File: src/rtl/vpu_cmd_arbiter.sv
// vpu_cmd_arbiter: round-robin sharing of the single vector-unit command port.
// One command is outstanding at a time. Grants are combinational in idle, the
// granted command is registered, completion and error pulses are registered.
module vpu_cmd_arbiter #(
   parameter int unsigned NUM_REQ   = 4,
   parameter int unsigned CMD_W     = 128,
   parameter logic [7:0]  VEC_CLASS = 8'h02,
   parameter int unsigned TIMEOUT   = 1024
) (
   input  logic                       clk_i,
   input  logic                       rst_i,
   input  logic [NUM_REQ-1:0]         req_valid_i,
   input  logic [NUM_REQ*CMD_W-1:0]   req_cmd_i,
   output logic [NUM_REQ-1:0]         req_ready_o,
   output logic [NUM_REQ-1:0]         req_done_o,
   output logic [NUM_REQ-1:0]         req_err_o,
   output logic [CMD_W-1:0]           vpu_cmd_o,
   output logic                       vpu_cmd_valid_o,
   input  logic                       vpu_cmd_ready_i,
   input  logic                       vpu_cmd_done_i,
   output logic                       busy_o,
   output logic [$clog2(NUM_REQ)-1:0] grant_id_o
);

   localparam int unsigned IdxW = $clog2(NUM_REQ);
   localparam int unsigned CntW = $clog2(TIMEOUT) + 1;

   typedef enum logic [1:0] {StIdle, StIssue, StWaitDone} state_e;

   state_e              state_q, state_d;
   logic [CMD_W-1:0]    cmd_q, cmd_d;
   logic [IdxW-1:0]     gid_q, gid_d;
   logic [IdxW-1:0]     rr_q, rr_d;
   logic [CntW-1:0]     cnt_q, cnt_d;
   logic [NUM_REQ-1:0]  done_q, done_d;
   logic [NUM_REQ-1:0]  err_q, err_d;

   logic [CMD_W-1:0]    cmd_arr [NUM_REQ];
   logic                grant_vld;
   logic [IdxW-1:0]     grant_idx;
   logic [CMD_W-1:0]    grant_cmd;
   logic [NUM_REQ-1:0]  grant_oh;
   logic [NUM_REQ-1:0]  gid_oh;
   logic                class_ok;
   logic                finish;
   logic                tout;
   int unsigned         scan_idx;

   // Served requester moves to lowest priority: pointer goes one past it.
   function automatic logic [IdxW-1:0] inc_wrap(input logic [IdxW-1:0] i);
      return (32'(i) == NUM_REQ - 1) ? '0 : i + 1'b1;
   endfunction

   for (genvar i = 0; i < NUM_REQ; i++) begin : g_cmd_view
      assign cmd_arr[i] = req_cmd_i[i*CMD_W +: CMD_W];
   end

   // Round-robin scan: first valid requester at or above rr_q, with wrap.
   always_comb begin
      grant_vld = 1'b0;
      grant_idx = '0;
      scan_idx  = 0;
      // Scan downward so the lowest offset from rr_q wins.
      for (int k = int'(NUM_REQ) - 1; k >= 0; k--) begin
         scan_idx = (32'(rr_q) + 32'(k)) % NUM_REQ;
         if (req_valid_i[IdxW'(scan_idx)]) begin
            grant_vld = 1'b1;
            grant_idx = IdxW'(scan_idx);
         end
      end
   end

   assign grant_cmd = cmd_arr[grant_idx];
   assign grant_oh  = NUM_REQ'(1) << grant_idx;
   assign gid_oh    = NUM_REQ'(1) << gid_q;
   assign class_ok  = (grant_cmd[CMD_W-1 -: 8] == VEC_CLASS);

   // Done wins over timeout; done without ready in ISSUE is not a completion.
   assign finish = ((state_q == StIssue) && vpu_cmd_ready_i && vpu_cmd_done_i) ||
                   ((state_q == StWaitDone) && vpu_cmd_done_i);
   assign tout   = !finish && (state_q != StIdle) && (cnt_q == CntW'(TIMEOUT - 1));

   // State register.
   always_ff @(posedge clk_i) begin
      if (rst_i) state_q <= StIdle;
      else       state_q <= state_d;
   end

   // Next-state logic.
   always_comb begin
      state_d = state_q;
      unique case (state_q)
         StIdle:     if (grant_vld && class_ok) state_d = StIssue;
         StIssue: begin
            if (finish || tout)        state_d = StIdle;
            else if (vpu_cmd_ready_i)  state_d = StWaitDone;
         end
         StWaitDone: if (finish || tout) state_d = StIdle;
         default:    state_d = StIdle;
      endcase
   end

   // Output decode and datapath next-state.
   always_comb begin
      req_ready_o = '0;
      cmd_d       = cmd_q;
      gid_d       = gid_q;
      rr_d        = rr_q;
      cnt_d       = cnt_q;
      done_d      = '0;
      err_d       = '0;
      unique case (state_q)
         StIdle: begin
            if (grant_vld) begin
               req_ready_o = grant_oh;
               cmd_d       = grant_cmd;
               gid_d       = grant_idx;
               cnt_d       = '0;
               // Wrong class: reject in place, never reaches the vector unit.
               if (!class_ok) begin
                  err_d = grant_oh;
                  rr_d  = inc_wrap(grant_idx);
               end
            end
         end
         StIssue, StWaitDone: begin
            cnt_d = cnt_q + 1'b1;
            if (finish) begin
               done_d = gid_oh;
               rr_d   = inc_wrap(gid_q);
            end else if (tout) begin
               err_d = gid_oh;
               rr_d  = inc_wrap(gid_q);
            end
         end
         default: ;
      endcase
   end

   // Datapath registers; reset drops any outstanding command silently.
   always_ff @(posedge clk_i) begin
      if (rst_i) begin
         cmd_q  <= '0;
         gid_q  <= '0;
         rr_q   <= '0;
         cnt_q  <= '0;
         done_q <= '0;
         err_q  <= '0;
      end else begin
         cmd_q  <= cmd_d;
         gid_q  <= gid_d;
         rr_q   <= rr_d;
         cnt_q  <= cnt_d;
         done_q <= done_d;
         err_q  <= err_d;
      end
   end

   assign vpu_cmd_o       = cmd_q;
   assign vpu_cmd_valid_o = (state_q == StIssue);
   assign busy_o          = (state_q != StIdle);
   assign grant_id_o      = gid_q;
   assign req_done_o      = done_q;
   assign req_err_o       = err_q;

endmodule

File: config.mk
export PLATFORM = sky130hd
export DESIGN_NAME = vpu_cmd_arbiter
export DESIGN_NICKNAME = d
export VERILOG_FILES = /design/src/rtl/vpu_cmd_arbiter.sv
export SDC_FILE = /design/constraint.sdc
export NUM_CORES = 1
export LEC_CHECK = 0
export CAP_MARGIN = 20
export CORE_AREA = 2 2 260 262
export DETAILED_ROUTE_END_ITERATION = 8
export DIE_AREA = 0 0 262 264
export GPL_TIMING_DRIVEN = 1
export SKIP_LAST_GASP = 1
export SYNTH_ARGS = -nofsm -noshare
export SYNTH_HDL_FRONTEND = slang
export SYNTH_SLANG_ARGS = --single-unit
File: constraint.sdc
create_clock -name clk_i -period 4.55 [get_ports clk_i]
set_input_delay 1.1375 -clock clk_i [delete_from_list [all_inputs] [get_ports clk_i]]
set_output_delay 1.1375 -clock clk_i [all_outputs]
set_load 0.02 [all_outputs]
# --- Word level (Yosys, flattened, before mapping) ---
# Cells that the tools add are included.
op_classes:
  addsub: 6
  order_cmp: 5
  eq_ne: 12
  shifts: 2
  n_mux: 40
  bitwise: 3
  reduce_logical: 18
ops:
  columns: ["operator", "count"]
  rows:
  - ["$bmux 128 s2", 1]
  - ["$mux 128", 2]
  - ["$mux 2", 14]
  - ["$mux 4", 6]
  - ["$pmux 11 s2", 1]
  - ["$lt 2x3->1 const B", 4]
  - ["$add 11x1->11 const B", 1]
  - ["$eq 11x10->1 const B", 1]
  - ["$mux 11", 1]
  - ["$bmux 1 s2", 4]
  - ["$eq 8x2->1 const B", 1]
  - ["$mux 1", 8]
  - ["$pmux 4 s2", 1]
  - ["$shl 1x2->4 const A", 2]
  - ["$add 2x1->2 const B", 3]
  - ["$eq 2x2->1 const B", 3]
  - ["$logic_and 1x1->1", 6]
  - ["$ne 2x2->1 const B", 3]
  - ["$pmux 2 s3", 1]
  - ["$add 2x2->2 const B", 2]
  - ["$pmux 2 s2", 1]
  - ["$reduce_and 2->1", 2]
  - ["$reduce_and 4->1", 1]
  - ["$reduce_bool 2->1", 2]
  - ["13 further kinds", 15]
word_totals:
  ff_bits: 153
  in_bits: 520
  out_inout_bits: 144

# --- Longest topological paths before layout ---
logic_depth:
  word_depth: 15
  depth_mapped: 14

# --- Least setup slack after synthesis ---
# OpenSTA, ideal clock, no wires.
synth_timing:
  path_type: "input -> output"
  start: "in req_valid_i[2]"
  end: "out req_ready_o[0]"
  t_arrival_ns: 3.263
  required_time_ns: 3.413
  slack_ns: 0.149
  path_stages: 11
  cell_sequence: "nor2b_1 > buf_6 > or4b_4 > buf_6 > buf_6 > and2_1 > buf_2 > clkbuf_1 > clkbuf_1 > ha_1 > and2_1"
synth_via:
  elab_chain_cells: 9
  elab_cells_between_ends: 19
  cone_classes: "shift (1); mux (18)"
synth_lines:
  columns: ["item", "line_no", "source"]
  rows:
  - ["from (decl)", "12", "input logic [NUM_REQ-1:0] req_valid_i,"]
  - ["$bmux 1 s2", "66", "if (req_valid_i[IdxW'(scan_idx)]) begin"]
  - ["$mux 1 (not written as such)", "66", null]
  - ["$mux 2 (4 in series)", "66", null]
  - ["$shl 1x2->4", "74", "assign grant_oh = NUM_REQ'(1) << grant_idx;"]
  - ["$mux 4 *", "114", "if (grant_vld) begin"]
  - ["$mux 4 *", "112", "unique case (state_q)"]
  - ["to (decl)", "14", "output logic [NUM_REQ-1:0] req_ready_o,"]
# Every way passes the cells marked *; elsewhere a longest branch is shown, timed or not. The select of a mux whose other input is x is not followed.

# --- Final worst setup path ---
layout_timing:
  start: "in req_valid_i[0]"
  end: "out req_ready_o[3]"
# The elaborated chain is that of the path after synthesis.

==> metrics.txt <==
count of flip-flops with a built-in enable after synthesis 0; drt total wl 51.6 mm; area growth from synthesis to final layout 83.1%; YS warnings 0; number of setup violations in the final report 0; P_leak 7.10 nW; actual transition at the worst max-transition pin 0.887 ns; clock period minus final worst setup slack 4.30 ns; max capacitance violation total 0; data required time at the worst endpoint 3.41 ns; Resize count post-CTS 2; result of the run completed; leading cell type in the layout, fill and taps excluded sky130_fd_sc_hd__clkdlybuf4s50_1; clock insertion delay at the later pin of the skew report 0.48 ns; post-cts hold buffer count 0; fill count 7,378; horizontal die dimension 262 um; switching portion of total power 0.420; critical path data arrival time 3.16 ns; sequential share of power 0.252; quantity of I/O buffers inserted on ports 663; fraction of power consumed by combinational cells 0.523; iteration count of the initial detailed-routing pass 6; Bufs on Longest Clock Path 2; proportion of power drawn by the clock network 0.225; DRC marker count from the first detailed-route iteration 764; core outline area 66,600 um^2; Routed wire per std cell 16.8 um; synthesized instance count 1,596; placed wire-length estimate after detailed placement 38.5 mm; remaining max-slew budget at the tightest pin 0.408; Max Fanout on Critical Path 5; classification of the worst-slack hold path reg2reg; number of flip-flops and latches in the synthesized netlist 153; number of library cell types mapped by synthesis 45; overall via count from detail_route 13.0k; floorplan die height 264 um; CTS tree done; Mean Syn Cell Area 6.12 um^2; Clock Skew 0.0168 ns; placed cell areas 17,200 um^2; Worst setup SP type input port; final core utilization 0.269; area of the multi-input gates 6090 um^2; storage element area 3060 um^2; share of cells above drive strength 1 0.0393; Post-route DRC 0; number of vias per cell after detailed routing 4.24; number of global-route vias before repair 12.6k; remaining antenna violation count after routing 0; Die Outline Area 69,200 um^2; number of top-level design ports 664; sum of overflow across all layers after global routing 0; summed negative setup slack over all endpoints 0 ns; count of buffers added by post-CTS timing repair for setup 0; CTS H-tree depth 4; path type of the worst setup path in2out; post-synth net total 2,129; Internal Pwr Total 0.00422 W; number of rows in the core area 95; # clock sinks 153; global-route total usage across every layer 0.145; clk slew on worst S/H paths 0.07 ns; cell area after technology mapping 9760 um^2; net count reported at finish 2,707; final hold violations 0; final RePlAce weighted congestion 0.895; wire length of the first global-routing pass 75.9 mm; worst IR drop on VDD 0.000270 V; cts bufs inserted 17; sequential-to-total area share from yosys stat 0.314; CP Capture Type primary output; antenna violations before repair 2; final number of max-transition violations 0; fin area 17,900 um^2; Initial Utilization 0.147; share of flip-flops with an asynchronous set or reset after synthesis 0; maximum number of pins on one net before global-route repair 130; Switching Power 0.00306 W; most frequent cells in the layout 658 x sky130_fd_sc_hd__clkdlybuf4s50_1, 635 x sky130_fd_sc_hd__nand2_1, 381 x sky130_fd_sc_hd__nand3_1, 153 x sky130_fd_sc_hd__dfxtp_1, 137 x sky130_fd_sc_hd__a21oi_1; most common flop cell mapped by yosys sky130_fd_sc_hd__dfxtp_1; share of the clock period used by the worst path after layout 0.945; cell at the root of the clock tree sky130_fd_sc_hd__clkbuf_16; Fmax 0.233 GHz; power density relative to cell area 407 nW/um^2; unrepaired setup endpoints after global routing no
## power groups by stage
stage	sequential (W)	combinational (W)	clock [W]
final	0.00183	0.00381	0.00164
after global routing	0.00187	0.00416	0.00176
after CTS	0.00183	0.00384	0.00172
after global placement	0.00185	0.00383	0
after detailed placement	0.00186	0.00383	0
after floorplan	0.00216	0.00178	0
## stage by stage
stage               instances  power [W]  hold slack (ns)  setup WS (ns)
global placement         3028    0.00568            0.441        -0.0163
finish                   3061    0.00727            0.452          0.250
global route             3061    0.00779            0.470          0.129
CTS                      3060    0.00739            0.456         0.0637
detailed placement       3028    0.00569            0.445       -0.00746
floorplan                1596    0.00394            0.449          0.149
## final cells by class
class / count / share of cell area
Multi-Input combinational cell: 1298 / 0.341
Clock buffer: 18 / 0.0246
Antenna cell: 1 / 0.000140
Timing Repair Buffer: 697 / 0.388
Sequential cell: 153 / 0.171
Inverter: 7 / 0.00203
Tap cell: 873 / 0.0611
Clock inverter: 14 / 0.0117
## cells in the mapped netlist, types with 4 or more instances
library cell	n	share of area
sky130_fd_sc_hd__nand3_1	381	0.20
sky130_fd_sc_hd__and2_1	10	0.0064
sky130_fd_sc_hd__buf_1	11	0.0042
sky130_fd_sc_hd__dfxtp_1	153	0.31
sky130_fd_sc_hd__a221oi_1	8	0.0072
sky130_fd_sc_hd__clkbuf_1	96	0.037
sky130_fd_sc_hd__nor3_1	6	0.0031
sky130_fd_sc_hd__inv_1	6	0.0023
sky130_fd_sc_hd__xor2_1	7	0.0063
sky130_fd_sc_hd__a22oi_1	4	0.0031
sky130_fd_sc_hd__nor3b_1	9	0.0069
sky130_fd_sc_hd__ha_1	13	0.017
sky130_fd_sc_hd__nor4_1	9	0.0058
sky130_fd_sc_hd__and3_1	5	0.0032
sky130_fd_sc_hd__nor2b_1	5	0.0032
sky130_fd_sc_hd__buf_2	16	0.0082
sky130_fd_sc_hd__nor2_1	22	0.0085
sky130_fd_sc_hd__buf_4	10	0.0077
sky130_fd_sc_hd__a21oi_1	138	0.071
sky130_fd_sc_hd__a21bo_2	7	0.0072
sky130_fd_sc_hd__a32oi_1	8	0.0072
sky130_fd_sc_hd__nand2_1	636	0.24
sky130_fd_sc_hd__buf_6	5	0.0058
## metal layers
metal  part of all wire  global-route usage  wire [um]  vias to the layer above
met3              0.070              0.0384       3620                       94
met5            0.00025                   0         13                        -
met2               0.47               0.234      24000                      526
li1                   -                   -          -                     6501
met4              0.044              0.0698       2260                        2
met1               0.42               0.177      21700                     5864
## cells by family (layout without fill, tap and decap cells)
family                   after synthesis  count (layout)  share of synthesized area
AO/OA/AOI/OAI                        180             180                      0.107
XOR/XNOR                               8               8                    0.00718
adder cells (fa/ha/maj)               13              13                     0.0167
buffers and inverters                145             736                     0.0655
flip-flops                           153             153                      0.314
multiplexers                           1               1                    0.00103
other                                  0               1                          0
AND/OR/NAND/NOR                     1096            1096                      0.489
## flip-flops by register name, summed over array words and instances, names as in the netlist
register and cells:
req_done_o 4, req_err_o 4, rr_q 2, vpu_cmd_o 128
state_q 2, grant_id_o 2, cnt_q 11
## path summary, 6_finish.rpt
check	from	end	slack (ns)	depth (start not counted)
worst max-delay path	req_valid_i[0]	req_ready_o[3]	0.25	8
worst min register to register	vpu_cmd_o[20]	vpu_cmd_o[20]	0.45	2
worst max register to register	rr_q[1]	vpu_cmd_o[78]	1.17	9
worst min-delay path	vpu_cmd_o[20]	vpu_cmd_o[20]	0.45	2
## worst max-delay path: stages
cell,delay (ns)
sky130_fd_sc_hd__clkdlybuf4s50_1,0.47
sky130_fd_sc_hd__nor2b_1,0.18
sky130_fd_sc_hd__or4b_4,0.52
sky130_fd_sc_hd__and2_4,0.19
sky130_fd_sc_hd__inv_8,0.06
sky130_fd_sc_hd__ha_1,0.13
sky130_fd_sc_hd__and2_1,0.14
sky130_fd_sc_hd__dlygate4sd2_1,0.33
(Power assumes the default switching activity.)
